$ cat config.mk
export PLATFORM = sky130hd
export DESIGN_NAME = thread_scheduler_rr
export DESIGN_NICKNAME = d
export VERILOG_FILES = /design/src/rtl/cpu_thread_pkg.sv /design/src/rtl/rr_prio_select.sv /design/src/rtl/thread_scheduler_rr.sv
export SDC_FILE = /design/constraint.sdc
export NUM_CORES = 1
export LEC_CHECK = 0
export CORE_MARGIN = 1
export CORE_UTILIZATION = 46
export DETAILED_ROUTE_END_ITERATION = 6
export GPL_ROUTABILITY_DRIVEN = 1
export GPL_TIMING_DRIVEN = 0
export PLACE_DENSITY_LB_ADDON = 0.15
export SLEW_MARGIN = 25
export SYNTH_ARGS = -nofsm -noshare
export SYNTH_HDL_FRONTEND = slang
export SYNTH_SLANG_ARGS = --single-unit
$ cat constraint.sdc
create_clock -name clk -period 3.2 [get_ports clk]
set_clock_uncertainty 0.15 [all_clocks]
set_input_delay 0.64 -clock clk [delete_from_list [all_inputs] [get_ports clk]]
set_output_delay 0.64 -clock clk [all_outputs]
set_load 0.01 [all_outputs]
$ cat src/rtl/cpu_thread_pkg.sv
// Shared thread-ID types, mode constants and the wrap-around helper
// used by the multithreaded front-end schedulers.
package cpu_thread_pkg;

    localparam int MAX_THREADS = 16;
    localparam int MAX_TID_W   = $clog2(MAX_THREADS);

    localparam int MODE_RR     = 0;
    localparam int MODE_BARREL = 1;

    // Widest thread ID; narrower instances cast to their own TID_W.
    typedef logic [MAX_TID_W-1:0] tid_t;

    // Successor of a thread ID in a ring of num_threads entries. The wrap is
    // explicit because num_threads need not be a power of two.
    function automatic tid_t tid_wrap_inc(input tid_t cur, input int num_threads);
        if (int'(cur) + 1 == num_threads) begin
            return '0;
        end
        return cur + tid_t'(1);
    endfunction

endpackage

$ cat src/rtl/rr_prio_select.sv
// Circular priority select: first asserted request at or after start,
// wrapping past the top index. Purely combinational.
module rr_prio_select #(
    parameter int NUM_REQ = 4,
    parameter int IDX_W   = $clog2(NUM_REQ)
) (
    input  logic [NUM_REQ-1:0] req,
    input  logic [IDX_W-1:0]   start,
    output logic [IDX_W-1:0]   grant,
    output logic               found
);

    logic [2*NUM_REQ-1:0] req_dbl;
    logic [NUM_REQ-1:0]   req_win;
    logic [IDX_W:0]       offset;
    logic [IDX_W:0]       idx_sum;

    // Rotating the doubled vector puts request 'start' at bit 0.
    assign req_dbl = {req, req};
    assign req_win = NUM_REQ'(req_dbl >> start);

    always_comb begin
        found  = 1'b0;
        offset = '0;
        for (int i = NUM_REQ - 1; i >= 0; i--) begin
            if (req_win[i]) begin
                found  = 1'b1;
                offset = (IDX_W + 1)'(i);
            end
        end
    end

    always_comb begin
        idx_sum = {1'b0, start} + offset;
        if (idx_sum >= (IDX_W + 1)'(NUM_REQ)) begin
            idx_sum = idx_sum - (IDX_W + 1)'(NUM_REQ);
        end
        grant = idx_sum[IDX_W-1:0];
    end

endmodule

$ cat src/rtl/thread_scheduler_rr.sv
// Per-cycle thread selector for fetch: round-robin with ready-skip (MODE 0)
// or strict barrel rotation (MODE 1). All outputs are registered.
module thread_scheduler_rr
    import cpu_thread_pkg::*;
#(
    parameter int NUM_THREADS = 4,
    parameter int TID_W       = $clog2(NUM_THREADS),
    parameter int MODE        = MODE_RR
) (
    input  logic                   clk,
    input  logic                   rst_n,
    input  logic                   en,
    input  logic                   flush,
    input  logic [NUM_THREADS-1:0] thread_ready,
    output logic [TID_W-1:0]       tid,
    output logic                   tid_valid,
    output logic [NUM_THREADS-1:0] grant_onehot
);

    logic [TID_W-1:0]       ptr_reg;
    logic [TID_W-1:0]       ptr_next;
    logic [TID_W-1:0]       tid_next;
    logic                   valid_next;
    logic [NUM_THREADS-1:0] onehot_next;
    logic [TID_W-1:0]       sel_grant;
    logic                   sel_found;

    rr_prio_select #(
        .NUM_REQ (NUM_THREADS),
        .IDX_W   (TID_W)
    ) u_select (
        .req   (thread_ready),
        .start (ptr_reg),
        .grant (sel_grant),
        .found (sel_found)
    );

    function automatic logic [TID_W-1:0] wrap_inc(input logic [TID_W-1:0] cur);
        return TID_W'(tid_wrap_inc(tid_t'(cur), NUM_THREADS));
    endfunction

    always_comb begin
        ptr_next   = ptr_reg;
        tid_next   = tid;
        valid_next = 1'b0;
        if (flush) begin
            ptr_next = '0;
            tid_next = '0;
        end else if (en) begin
            if (MODE == MODE_BARREL) begin
                // Slot belongs to ptr whether or not it is ready.
                tid_next   = ptr_reg;
                valid_next = thread_ready[ptr_reg];
                ptr_next   = wrap_inc(ptr_reg);
            end else if (sel_found) begin
                tid_next   = sel_grant;
                valid_next = 1'b1;
                ptr_next   = wrap_inc(sel_grant);
            end
        end
    end

    always_comb begin
        onehot_next = '0;
        if (valid_next) begin
            onehot_next[tid_next] = 1'b1;
        end
    end

    always_ff @(posedge clk or negedge rst_n) begin
        if (!rst_n) begin
            ptr_reg      <= '0;
            tid          <= '0;
            tid_valid    <= 1'b0;
            grant_onehot <= '0;
        end else begin
            ptr_reg      <= ptr_next;
            tid          <= tid_next;
            tid_valid    <= valid_next;
            grant_onehot <= onehot_next;
        end
    end

endmodule

; Word-level counts from Yosys, hierarchy flattened
; Index checks and enable logic that the tools add are counted.
[op_classes]
order_cmp = 3
reduce_logical = 4
addsub = 4
div_mod_pow = 0
shifts = 1
mux = 27
eq_ne = 1
bitwise_logic = 0
multipliers = 0
[op_table]
columns = op, n
row1 = 2-to-1 mux 2 bit, 13
row2 = 2-to-1 mux 1 bit, 12
row3 = >> shifter 8 x 2 -> 4 bit, 1
row4 = 2-to-1 mux 4 bit, 1
row5 = nonzero test 2 bit, 2
row6 = adder 2 x 1 -> 3 bit (second input constant), 1
row7 = adder 2 x 2 -> 3 bit, 1
row8 = equality test 3 bit (second input constant), 1
row9 = greater-or-equal comparator 3 bit (second input constant), 1
row10 = less-than comparator 2 x 3 -> 1 bit (second input constant), 1
row11 = adder 2 x 1 -> 2 bit (second input constant), 1
row12 = demux 1 bit (select 2 bit), 1
row13 = greater-or-equal comparator 2 x 1 -> 1 bit (second input constant), 1
row14 = AND reduction 2 bit, 1
row15 = subtractor 2 x 1 -> 2 bit (second input constant), 1
row16 = logical AND 1 bit, 1
[totals]
word_cells = 44
rom_bits = 0
inputBits = 8
n_memories = 0
latchBits = 0
ram_bits = 0
ff_bits = 9

; Logic depth before layout (Yosys ltp)
[logic_depth]
word_depth = 18
mapped_depth = 12

; Hierarchy
; A second synthesis with hierarchy kept.
[hier_totals]
cells_unflattened = 54
hier_area_um2 = 541.8
[modules_own_cells]
columns = module, area_each_um2, cells_each, seq_area_each_um2, instances
row1 = thread_scheduler_rr, 361.6, 31, 225.2, 1
row2 = rr_prio_select, 180.2, 23, 0.0, 1

; Worst setup path after synthesis
; No wires, ideal clock.
[synth_timing]
kind = input -> register
start = input thread_ready[2]
end = register ptr_reg[1]
arrival_time_ns = 2.514
path_buffers = 1
setup_ns = 0.125
path_stages = 11
path_slack_ns = 0.411
t_required_ns = 2.925
cell_sequence = and3b_1 a21oi_1 nor2_1 a21oi_1 o221ai_1 ha_1 buf_1 or2_2 a221oi_2 nand2b_1 mux2_4
[synth_via]
elab_chain_cells = 18
elab_cells_between_ends = 26
[synth_lines]
columns = item, line
row1 = from (decl), thread_scheduler_rr.sv:14  ; input logic [NUM_THREADS-1:0] thread_ready,
row2 = >> shifter 8 x 2 -> 4 bit (*), rr_prio_select.sv:20  ; assign req_win = NUM_REQ'(req_dbl >> start);
row3 = 2-to-1 mux 2 bit (4 in series), rr_prio_select.sv:26  ; if (req_win[i]) begin
row4 = adder 2 x 2 -> 3 bit, rr_prio_select.sv:34  ; idx_sum = {1'b0, start} + offset;
row5 = greater-or-equal comparator 3 bit or subtractor 2 x 1 -> 2 bit (tied branches), "rr_prio_select.sv:35, rr_prio_select.sv:36"
row6 = 2-to-1 mux 2 bit, rr_prio_select.sv:35  ; if (idx_sum >= (IDX_W + 1)'(NUM_REQ)) begin
row7 = adder 2 x 1 -> 3 bit, cpu_thread_pkg.sv:17  ; if (int'(cur) + 1 == num_threads) begin
row8 = equality test 3 bit, cpu_thread_pkg.sv:17
row9 = 2-to-1 mux 1 bit, cpu_thread_pkg.sv:17
row10 = 2-to-1 mux 1 bit, thread_scheduler_rr.sv:55  ; end else if (sel_found) begin
row11 = 2-to-1 mux 1 bit, thread_scheduler_rr.sv:49  ; end else if (en) begin
row12 = 2-to-1 mux 1 bit, thread_scheduler_rr.sv:46  ; if (flush) begin
row13 = 2-to-1 mux 2 bit, cpu_thread_pkg.sv:20  ; return cur + tid_t'(1);
row14 = 2-to-1 mux 2 bit, thread_scheduler_rr.sv:55
row15 = 2-to-1 mux 2 bit, thread_scheduler_rr.sv:49
row16 = 2-to-1 mux 2 bit, thread_scheduler_rr.sv:46
row17 = to (signal assigned), thread_scheduler_rr.sv:77  ; ptr_reg <= ptr_next;
row18 = to (decl), thread_scheduler_rr.sv:20  ; logic [TID_W-1:0] ptr_reg;
; Mark *: on every way between the ends. The rest lies on a longest branch, timed or not. The select of a mux whose other input is x is not followed.
; A chain may end at the register's enable or synchronous reset.

; Worst setup path after layout
; Ends and elaborated chain as after synthesis.

==> run summary <==
status - completed
I/O pin cnt - 15
I/O Buffers - 14
Reg2Reg Setup Slack - 0.41 ns
Hold Violations, Final - 0
CP Data Arrival Time - 2.97 ns
vias per cell - 5.38
htree depth - 1
RSZ-0062 raised after global routing - no
gr usage total - 19.9%
die width - 38.4 microns
delay-heaviest family, CP - simple AND/OR/NAND/NOR gates
cts bufs inserted - 3
initial antenna violation count - 0
CP max stage cell - ha_1
GP Congestion - 0.815
DRC Markers - 0
post-CTS setup buffer count - 0
post-synth cell types - 29
Starting Density - 52.1%
final critical-path setup slack - 0.224 ns
Max VDD drop - 293 uV
crit end category - flip-flop
largest net degree at the start of global routing - 11
first-pass GRT wire length - 1950 microns
root buf cell - clkbuf_4
Startpoint Class - input pin
commonest cells after routing, fill and taps aside - 10 x clkdlybuf4s50_1, 9 x nor2_1, 9 x dfrtp_1
most common cell after layout, fill and taps aside - clkdlybuf4s50_1
synthesized cell area - 611 sq um
NumNets Final - 91
routed length per placed instance - 12.4 microns
Die H - 38.4 microns
Fmax - 336 MHz
DP HPWL - 859 microns
n_diodes - 0
clock-pin slew on the worst setup and hold paths - 0.06 ns
Rows - 12
Post-Syn Instances - 64
Routed WL - 1180 microns
sequential fraction of the synthesis area - 36.9%
crit path max fanout - 9
min-delay worst type - flip-flop to flip-flop
layout cells sized above 1 - 17.3%
Slowest Stage Delay on Critical Path - 0.39 ns
initial DRC count - 10
clock latency on the worst-skew pair - 0.26 ns
Place WS - -0.422 ns
pwr dens - 487 nW/um^2
Slew Limit Fails - 0
cell chain of the critical path - dlygate4sd2_1 > and3b_1 > a21oi_1 > nor2_1 > a21oi_1 > o221ai_1 > ha_1 > or2_2 > a221oi_2 > nand2b_1 > mux2_4
Synth Register Bits - 9
max_cap viols - 0
worst-margin pin slew - 0.443 ns
Layout Area Growth over Synthesis - 28.7%
Syn Area/Cell - 9.54 sq um
CTS tree - done
total global routing overflow - 0
final period utilization - 93.0%
Relative slew margins - 70.4%
maximum clock path buffer count - 2
CP bufs+invs - 1
Core Area - 1170 sq um
clk sinks - 9
endpoints failing setup - 0
DIE AREA - 1480 sq um
post-route minimum period - 2.98 ns
drt pass-1 iters - 2
CP Class - input pin to flip-flop
post-route cell area - 786 sq um
Placed Area - 768 sq um
Critical Path Most Common Cell - a21oi_1
antenna-violating nets left - 0
worst endpoint required time - 3.19 ns
Syn Nets - 73
vias - 511
max reg flops - 4
total number of yosys warnings - 0
hold_buf cts - 0
vias in the first global route - 447
P_leak - 0.355 nW
## layout make-up
cell class / count / area, sq um
Fill cell: 95 / 385
Timing Repair Buffer: 14 / 135
Clock buffer: 4 / 26.3
Sequential cell: 9 / 225
Buffer: 2 / 10.0
Tap cell: 14 / 17.5
Multi-Input combinational cell: 52 / 372
## per-layer routing
metal  wire (microns)  global-route usage [%]  up-vias
met5                0                       0        -
met4               14                    7.76        0
met3               54                    6.98        2
met2              508                    29.7       10
met1              600                    26.3      233
li1                 -                       -      266
## worst min-delay path: stages, from the launching register on
cell and delay [ns]:
dfrtp_1 0.38, nand2_1 0.06, a21oi_1 0.05
## kinds of logic (layout without fill, tap and decap cells)
family / after synthesis / after routing / share of synthesized area (%)
xor gates and xnor gates: 2 / 2 / 4.10
adders and majority gates: 1 / 1 / 2.05
muxes: 2 / 2 / 4.92
buffers and inverters: 3 / 20 / 2.25
DFF: 9 / 9 / 36.9
AOI/OAI and AO/OA: 14 / 14 / 21.3
and+or+nand+nor: 33 / 33 / 28.5
## power by group
part	switching [mW]	internal, mW
sequential	0.00523	0.129
combinational	0.0802	0.0809
clock	0.0397	0.0481
total	0.125	0.258
## synthesized netlist by cell type (all sizes together)
library cell / n / area share [%]
a21oi: 3 / 2.5
xor2: 1 / 1.4
nand2: 8 / 4.9
o21ai: 2 / 1.6
buf: 3 / 2.3
nor4: 1 / 1.0
nor2: 9 / 5.5
nor3b: 3 / 3.7
o22ai: 1 / 1.0
a221oi: 1 / 2.5
nor2b: 4 / 4.1
o2111ai: 1 / 1.4
ha: 1 / 2.0
a21boi: 1 / 1.2
a211oi: 2 / 2.5
and2b: 1 / 1.4
o41ai: 1 / 4.5
xnor2: 1 / 2.7
or2: 2 / 2.1
mux2: 2 / 4.9
dfrtp: 9 / 37
and3b: 2 / 2.9
nand2b: 2 / 2.0
a32oi: 1 / 2.7
nor3: 1 / 0.82
o221ai: 1 / 1.4
## stage by stage
step	power, mW	util [%]	instances	setup TNS (ns)	hold WS (ns)
6_report	0.383	67.1	95	0	0.382
5_1_grt	0.408	67.1	95	0	0.401
4_1_cts	0.386	67.5	96	0	0.383
3_5_place_dp	0.299	65.6	92	-0.422	0.370
3_3_place_gp	0.297	65.6	92	-0.449	0.364
2_1_floorplan	0.246	-	64	0	0.194
## repair_timing
| item | in CTS | in global routing |
|---|---|---|
| endpoints found under the hold margin | 0 | 0 |
| endpoints found under the setup margin | 1 | 1 |
| resized for setup | 3 | 3 |
## path summary, 6_finish.rpt
path,depth (start not counted),startpoint,endpoint
max,11,thread_ready[2],ptr_reg[1]
min in group asynchronous,1,rst_n,grant_onehot[3]
max in group asynchronous,1,rst_n,tid_valid
max reg2reg,11,ptr_reg[0],ptr_reg[1]
min,2,tid[0],tid[0]
min reg2reg,2,tid[0],tid[0]
No activity file was read; power rests on OpenSTA's default activity.
